$ cat config.mk
export PLATFORM = sky130hd
export DESIGN_NAME = inst_axi_bridge
export DESIGN_NICKNAME = d
export VERILOG_FILES = /design/src/rtl/inst_axi_bridge.sv
export SDC_FILE = /design/constraint.sdc
export NUM_CORES = 1
export LEC_CHECK = 0
export BUFFER_PORTS_ARGS = -buffer_cell sky130_fd_sc_hd__buf_2
export CORE_MARGIN = 2
export CORE_UTILIZATION = 42
export CTS_CLUSTER_SIZE = 28
export DETAILED_ROUTE_END_ITERATION = 7
export PLACE_DENSITY = 0.8
export SLEW_MARGIN = 20
export SYNTH_ARGS = -nofsm -noshare
export SYNTH_HDL_FRONTEND = slang
export SYNTH_SLANG_ARGS = --single-unit
export TNS_END_PERCENT = 20
$ cat constraint.sdc
create_clock -name clk -period 1.9 [get_ports clk]
set_clock_uncertainty 0.2 [all_clocks]
set_input_delay 0.19 -clock clk [delete_from_list [all_inputs] [get_ports clk]]
set_output_delay 0.19 -clock clk [all_outputs]
set_load 0.02 [all_outputs]
$ cat src/rtl/inst_axi_bridge.sv
// Instruction-fetch SRAM-like to AXI read bridge, one outstanding single-beat read.
// Define INST_BRIDGE_FLUSH_EN to compile in flush handling (discard of an in-flight fetch).
module inst_axi_bridge #(
    parameter logic [3:0] AXI_ID = 4'd0
) (
    input  logic        clk,
    input  logic        resetn,
    input  logic        inst_sram_en,
    input  logic [1:0]  inst_sram_size,
    input  logic [31:0] inst_sram_addr,
    output logic        inst_sram_addr_ok,
    output logic [31:0] inst_sram_addr_ok_addr,
    output logic        inst_sram_data_ok,
    output logic [31:0] inst_sram_rdata,
    input  logic        flush,
    output logic [3:0]  arid,
    output logic [31:0] araddr,
    output logic [7:0]  arlen,
    output logic [2:0]  arsize,
    output logic [1:0]  arburst,
    output logic [1:0]  arlock,
    output logic [3:0]  arcache,
    output logic [2:0]  arprot,
    output logic        arvalid,
    input  logic        arready,
    input  logic [3:0]  rid,
    input  logic [31:0] rdata,
    input  logic [1:0]  rresp,
    input  logic        rlast,
    input  logic        rvalid,
    output logic        rready
);

    typedef enum logic [1:0] {
        IDLE = 2'd0,
        AR   = 2'd1,
        R    = 2'd2,
        RESP = 2'd3
    } state_t;

    state_t      state;
    state_t      state_next;
    logic [31:0] addr_q;
    logic [1:0]  size_q;
    logic [31:0] rdata_q;
    logic        discard;
    logic        flush_hit;
    logic        suppress;

    // Response tagging and flush (when compiled out) carry no information here.
    logic unused_inputs;
    assign unused_inputs = ^{rid, rresp, rlast, flush};

`ifdef INST_BRIDGE_FLUSH_EN
    // A flush only matters once the fetch has left IDLE.
    assign flush_hit = flush && (state != IDLE);

    always_ff @(posedge clk or negedge resetn) begin
        if (!resetn) begin
            discard <= 1'b0;
        end else if (state_next == IDLE) begin
            discard <= 1'b0;
        end else if (flush_hit) begin
            discard <= 1'b1;
        end
    end
`else
    assign flush_hit = 1'b0;
    assign discard   = 1'b0;
`endif

    // Same-cycle flush suppresses the handshake pulse as well as a registered one.
    assign suppress = discard || flush_hit;

    always_ff @(posedge clk or negedge resetn) begin
        if (!resetn) begin
            state   <= IDLE;
            addr_q  <= 32'd0;
            size_q  <= 2'd0;
            rdata_q <= 32'd0;
        end else begin
            state <= state_next;
            case (state)
                IDLE: begin
                    if (inst_sram_en) begin
                        addr_q <= inst_sram_addr;
                        size_q <= inst_sram_size;
                    end
                end
                R: begin
                    if (rvalid) begin
                        rdata_q <= rdata;
                    end
                end
                default: begin
                end
            endcase
        end
    end

    always_comb begin
        state_next        = state;
        arvalid           = 1'b0;
        rready            = 1'b0;
        inst_sram_addr_ok = 1'b0;
        inst_sram_data_ok = 1'b0;
        case (state)
            IDLE: begin
                if (inst_sram_en) begin
                    state_next = AR;
                end
            end
            AR: begin
                arvalid = 1'b1;
                if (arready) begin
                    inst_sram_addr_ok = !suppress;
                    state_next        = R;
                end
            end
            R: begin
                rready = 1'b1;
                if (rvalid) begin
                    state_next = RESP;
                end
            end
            RESP: begin
                inst_sram_data_ok = !suppress;
                state_next        = IDLE;
            end
            default: begin
                state_next = IDLE;
            end
        endcase
    end

    assign araddr                 = addr_q;
    assign arsize                 = {1'b0, size_q};
    assign arid                   = AXI_ID;
    assign arlen                  = 8'd0;
    assign arburst                = 2'b01;
    assign arlock                 = 2'b00;
    assign arcache                = 4'd0;
    assign arprot                 = 3'd0;
    assign inst_sram_addr_ok_addr = addr_q;
    assign inst_sram_rdata        = rdata_q;

endmodule

# After elaboration in Yosys (flattened, before gate mapping)
# Cells that the tools add are included.
[totals]
ff_bits = 68
output_inout_bits = 126
[classes]
eq_ne = 6
muxes = 9
n_reduce_logical = 4
[op_table]
columns = ["cell", "n"]
rows = [
  ["2-bit case mux with 4 select lines", 1],
  ["2-bit 2-to-1 mux", 3],
  ["2-bit inequality test, second input constant", 3],
  ["1-bit 2-to-1 mux", 5],
  ["2-bit equality test, second input constant", 2],
  ["2-bit AND reduction", 2],
  ["3-bit AND reduction", 1],
  ["2-bit by 1-bit equality test with 1-bit output, second input constant", 1],
  ["2-bit zero test", 1],
]

# Longest topological paths before layout
[depth]
depth_word = 3
ltp_mapped = 5

# Least setup slack after synthesis
# Ideal clock, no wire load.
[synth_path]
kind = "flip-flop to flip-flop"
start = "register state[0]"
end = "register state[1]"
setup_time_ns = 0.127
arrival_time_ns = 1.521
setup_slack_ns = 0.052
stages_incl_launch_ff = 5
n_path_buf = 0
period_less_slack_ns = 1.848
cell_sequence = "dfrtp_1 -> inv_1 -> ha_1 -> a222oi_1 -> mux2_1"
[synth_between]
elab_chain_len = 3
word_cells_on_any_way = 9
cone_classes = "eq/ne: 6; mux: 1; reduce/logical: 2"
[synth_lines]
columns = ["item", "line", "text"]
rows = [
  ["from (decl)", "41", "state_t state;"],
  ["from (signal assigned)", "82", "state <= state_next;"],
  ["2-bit equality test, or another cell as far along", "107", "case (state)"],
  ["2-bit inequality test (no line)", "--", ""],
  ["3-bit AND reduction (no line)", "--", ""],
]
# Several ways; a longest one is shown, not always the timed one.
# A chain may end at the register's enable or synchronous reset.

# Worst setup path in the final report
# Same ends and word-level chain as after synthesis.

==> key figures <==
Outcome
  • Status: finished clean

Synth
  • Cell taking the most area after synthesis: dfrtp_1
  • XOR/XNOR share of the synthesized area: 0%
  • Share of the synthesized area in the top cell type: 56.3%
  • Netlist cell types: 13
  • Synth top area cells: dfrtp_1 (56%), mux2_2 (25%), buf_4 (14%)
  • Mapped Cells: 214
  • Post-synth EDFFs: 0
  • Mux cell area share after synthesis: 25.3%
  • Yosys warns: 0
  • Post-synthesis simple-gate area fraction: 0.580%
  • Mapped cell area: 3020 um^2
  • Synth top cells by count: dfrtp_1 (68), mux2_2 (66), buf_4 (56), buf_2 (6), inv_1 (5)
  • Synth Area in Compound Gates: 0.331%
  • Syn_area_per_cell: 14.1 um^2
  • Sequential fraction of the synthesis area: 56.3%
  • Commonest register cell after synthesis: dfrtp_1
  • Fraction of registers with async set/reset: 100%
  • Synth Register Bits: 68
  • Largest family of logic cells by synthesized area: multiplexers
  • Count leader, synth: dfrtp_1
  • Area share of fa/ha/maj cells after synthesis: 1.66%

Floorplan
  • Initial core utilization: 44.0%
  • Die area: 7890 um^2
  • Chip width: 88.8 um
  • Core Area: 6870 um^2
  • I/O Pins: 205
  • Die Span Y: 88.8 um
  • Row count: 30

Clock network
  • Reg clk slew, reported paths: 60 ps
  • Root cell of the clock tree: clkbuf_8
  • CTS tree: done
  • H-tree levels: 3
  • CTS buffer count: 9
  • Later-pin clock latency in the skew report: 320 ps
  • CTS max path bufs: 2
  • Sink count of the clock tree: 68

Pwr
  • Combinational share of power: 52.5%
  • Flop pwr share: 33.6%
  • Net Sw Frac: 42.9%
  • P_int: 4.50 mW
  • Pwr Density: 1720 nW/um^2
  • Leak: 2.35 nW
  • Max VDD drop: 0.925 mV
  • Clock share of power: 13.9%
  • NetSw: 3.38 mW

Detailed routing
  • DRT Pass-1 Iters: 4
  • Final wirelength: 7430 um
  • DRC: 0
  • Via count: 2293
  • Wire per inst: 14.0 um
  • Vias per inst: 4.33
  • Iter 0 DRT Violations: 36
  • Final ANT Viol Nets: 0

Placed design
  • I/O Buffers: 172
  • DP Cell Count: 446
  • Detailed Place HPWL: 4480 um
  • Placer Congestion: 0.691
  • Post-DP Area: 3700 um^2

Final layout
  • Util after Layout: 66.5%
  • Area Growth Syn to Fin: 51.3%
  • Final cell count without fillers: 530
  • Cell area after layout: 4570 um^2
  • # diodes: 0
  • # nets final: 512
  • Proportion of layout cells with a drive suffix above 1: 59.9%

Worst setup path
  • Required time worst endpoint: 1910 ps
  • Delay-heaviest family, CP: compound AO/OA/AOI/OAI gates
  • Crit Path Max Fanout: 4
  • Setup Crit Path Kind: flip-flop to flip-flop
  • CP peak stage delay: 450 ps
  • Worst setup SP type: flip-flop
  • Crit path buffers/inverters: 1
  • Worst path cell trace: inv_1 > ha_2 > a222oi_1 > mux2_1
  • Arrival @ worst endpoint: 1810 ps
  • CP Capture Type: flip-flop
  • Slowest CP cell: a222oi_1

Timing
  • Setup TNS: 0 ps
  • Min cycle time layout: 1800 ps
  • Fmax: 555 MHz
  • Fin. Hold Viols: 0
  • Pins over their slew limit: 0
  • Worst hold slack: 137 ps
  • Finish-stage setup viols: 0
  • Fin crit share: 94.8%

GRT
  • Initial antenna violation count: 0
  • Largest net degree at the start of global routing: 69
  • GRT overflow: 0
  • Vias in the first global route: 2314
  • First-pass GRT wire length: 11000 um
  • Gr usage total: 18.8%

Run
  • Max Cap Viol: 0

Min path
  • Hold Path Class: input port to flip-flop
## path summary, 6_finish.rpt
check,startpoint,end,slack (ps),depth (start not counted)
max in group asynchronous,resetn,araddr[10],990,3
min in group asynchronous,resetn,inst_sram_rdata[16],220,3
hold / removal,inst_sram_en,state[1],140,4
hold reg to reg,inst_sram_rdata[24],inst_sram_rdata[24],310,1
setup / recovery,state[0],state[1],100,4
setup reg to reg,state[0],state[1],100,4
## cells by family (layout without fill, tap and decap cells)
family                   after synthesis  after routing
flip-flops                            68             68
adder cells (fa/ha/maj)                4              4
AO/OA/AOI/OAI                          1              1
buffers and inverters                 67            265
AND/OR/NAND/NOR                        4              4
other                                  2             24
multiplexers                          68             68
## worst min-delay path, delay by kind of cell
kind | cells | cell delay (ps)
multiplexers | 1 | 210
AO/OA/AOI/OAI | 1 | 80
buffers and inverters | 2 | 160
## through the flow
step / setup slack [ps] / total power [mW]
after floorplan: 51.8 / 5.70
final: 99.7 / 7.88
after global placement: 149 / 6.54
after global routing: -23.4 / 8.37
after CTS: 67.7 / 7.90
after detailed placement: 58.7 / 6.67
## cell type report
| type | instances | area, um^2 |
|---|---|---|
| Fill cell | 495 | 2300 |
| Inverter | 5 | 18.8 |
| Tap cell | 96 | 120 |
| Clock buffer | 12 | 165 |
| Clock inverter | 4 | 22.5 |
| Sequential cell | 68 | 1700 |
| Multi-Input combinational cell | 101 | 935 |
| Timing Repair Buffer | 244 | 1610 |
## cell usage in the layout, fill, tap and decap left out
master / count
buf_2: 172
dfrtp_1: 68
dlygate4sd3_1: 67
mux2_2: 66
conb_1: 24
clkbuf_8: 12
inv_1: 5
ha_1: 3
clkinv_2: 3
buf_12: 3
nand2_1: 2
buf_4: 2
and2_1: 1
nor2_1: 1
a222oi_1: 1
mux2i_1: 1
mux2_1: 1
ha_2: 1
clkinvlp_4: 1
## routing by layer
metal	track usage, %	vias to the layer above	routed length [um]
met5	0	-	0
met3	8.49	11	689
met1	18.6	1107	2640
met2	34.5	119	3990
met4	6.34	0	109
li1	-	1056	-
## power groups by stage
| stage | registers [mW] | clock network [mW] | logic [mW] |
|---|---|---|---|
| floorplan | 3.53 | 0 | 2.17 |
| finish | 2.64 | 1.10 | 4.13 |
| global placement | 2.59 | 0 | 3.95 |
| detailed placement | 2.65 | 0 | 4.03 |
| global route | 2.75 | 1.19 | 4.43 |
| CTS | 2.63 | 1.14 | 4.14 |
## state kept, by name, indices dropped and copies added, names as in the netlist
name	flops
size_q	2
araddr	32
state	2
inst_sram_rdata	32
## repair_timing
item / CTS / global route
buffers inserted: 0 / 1
resized for setup: 0 / 1
endpoints found under the setup margin: 0 / 2
endpoints found under the hold margin: 134 / 0
hold buffers: 67 / 0
Note: power is estimated with default switching activity, not from simulation.
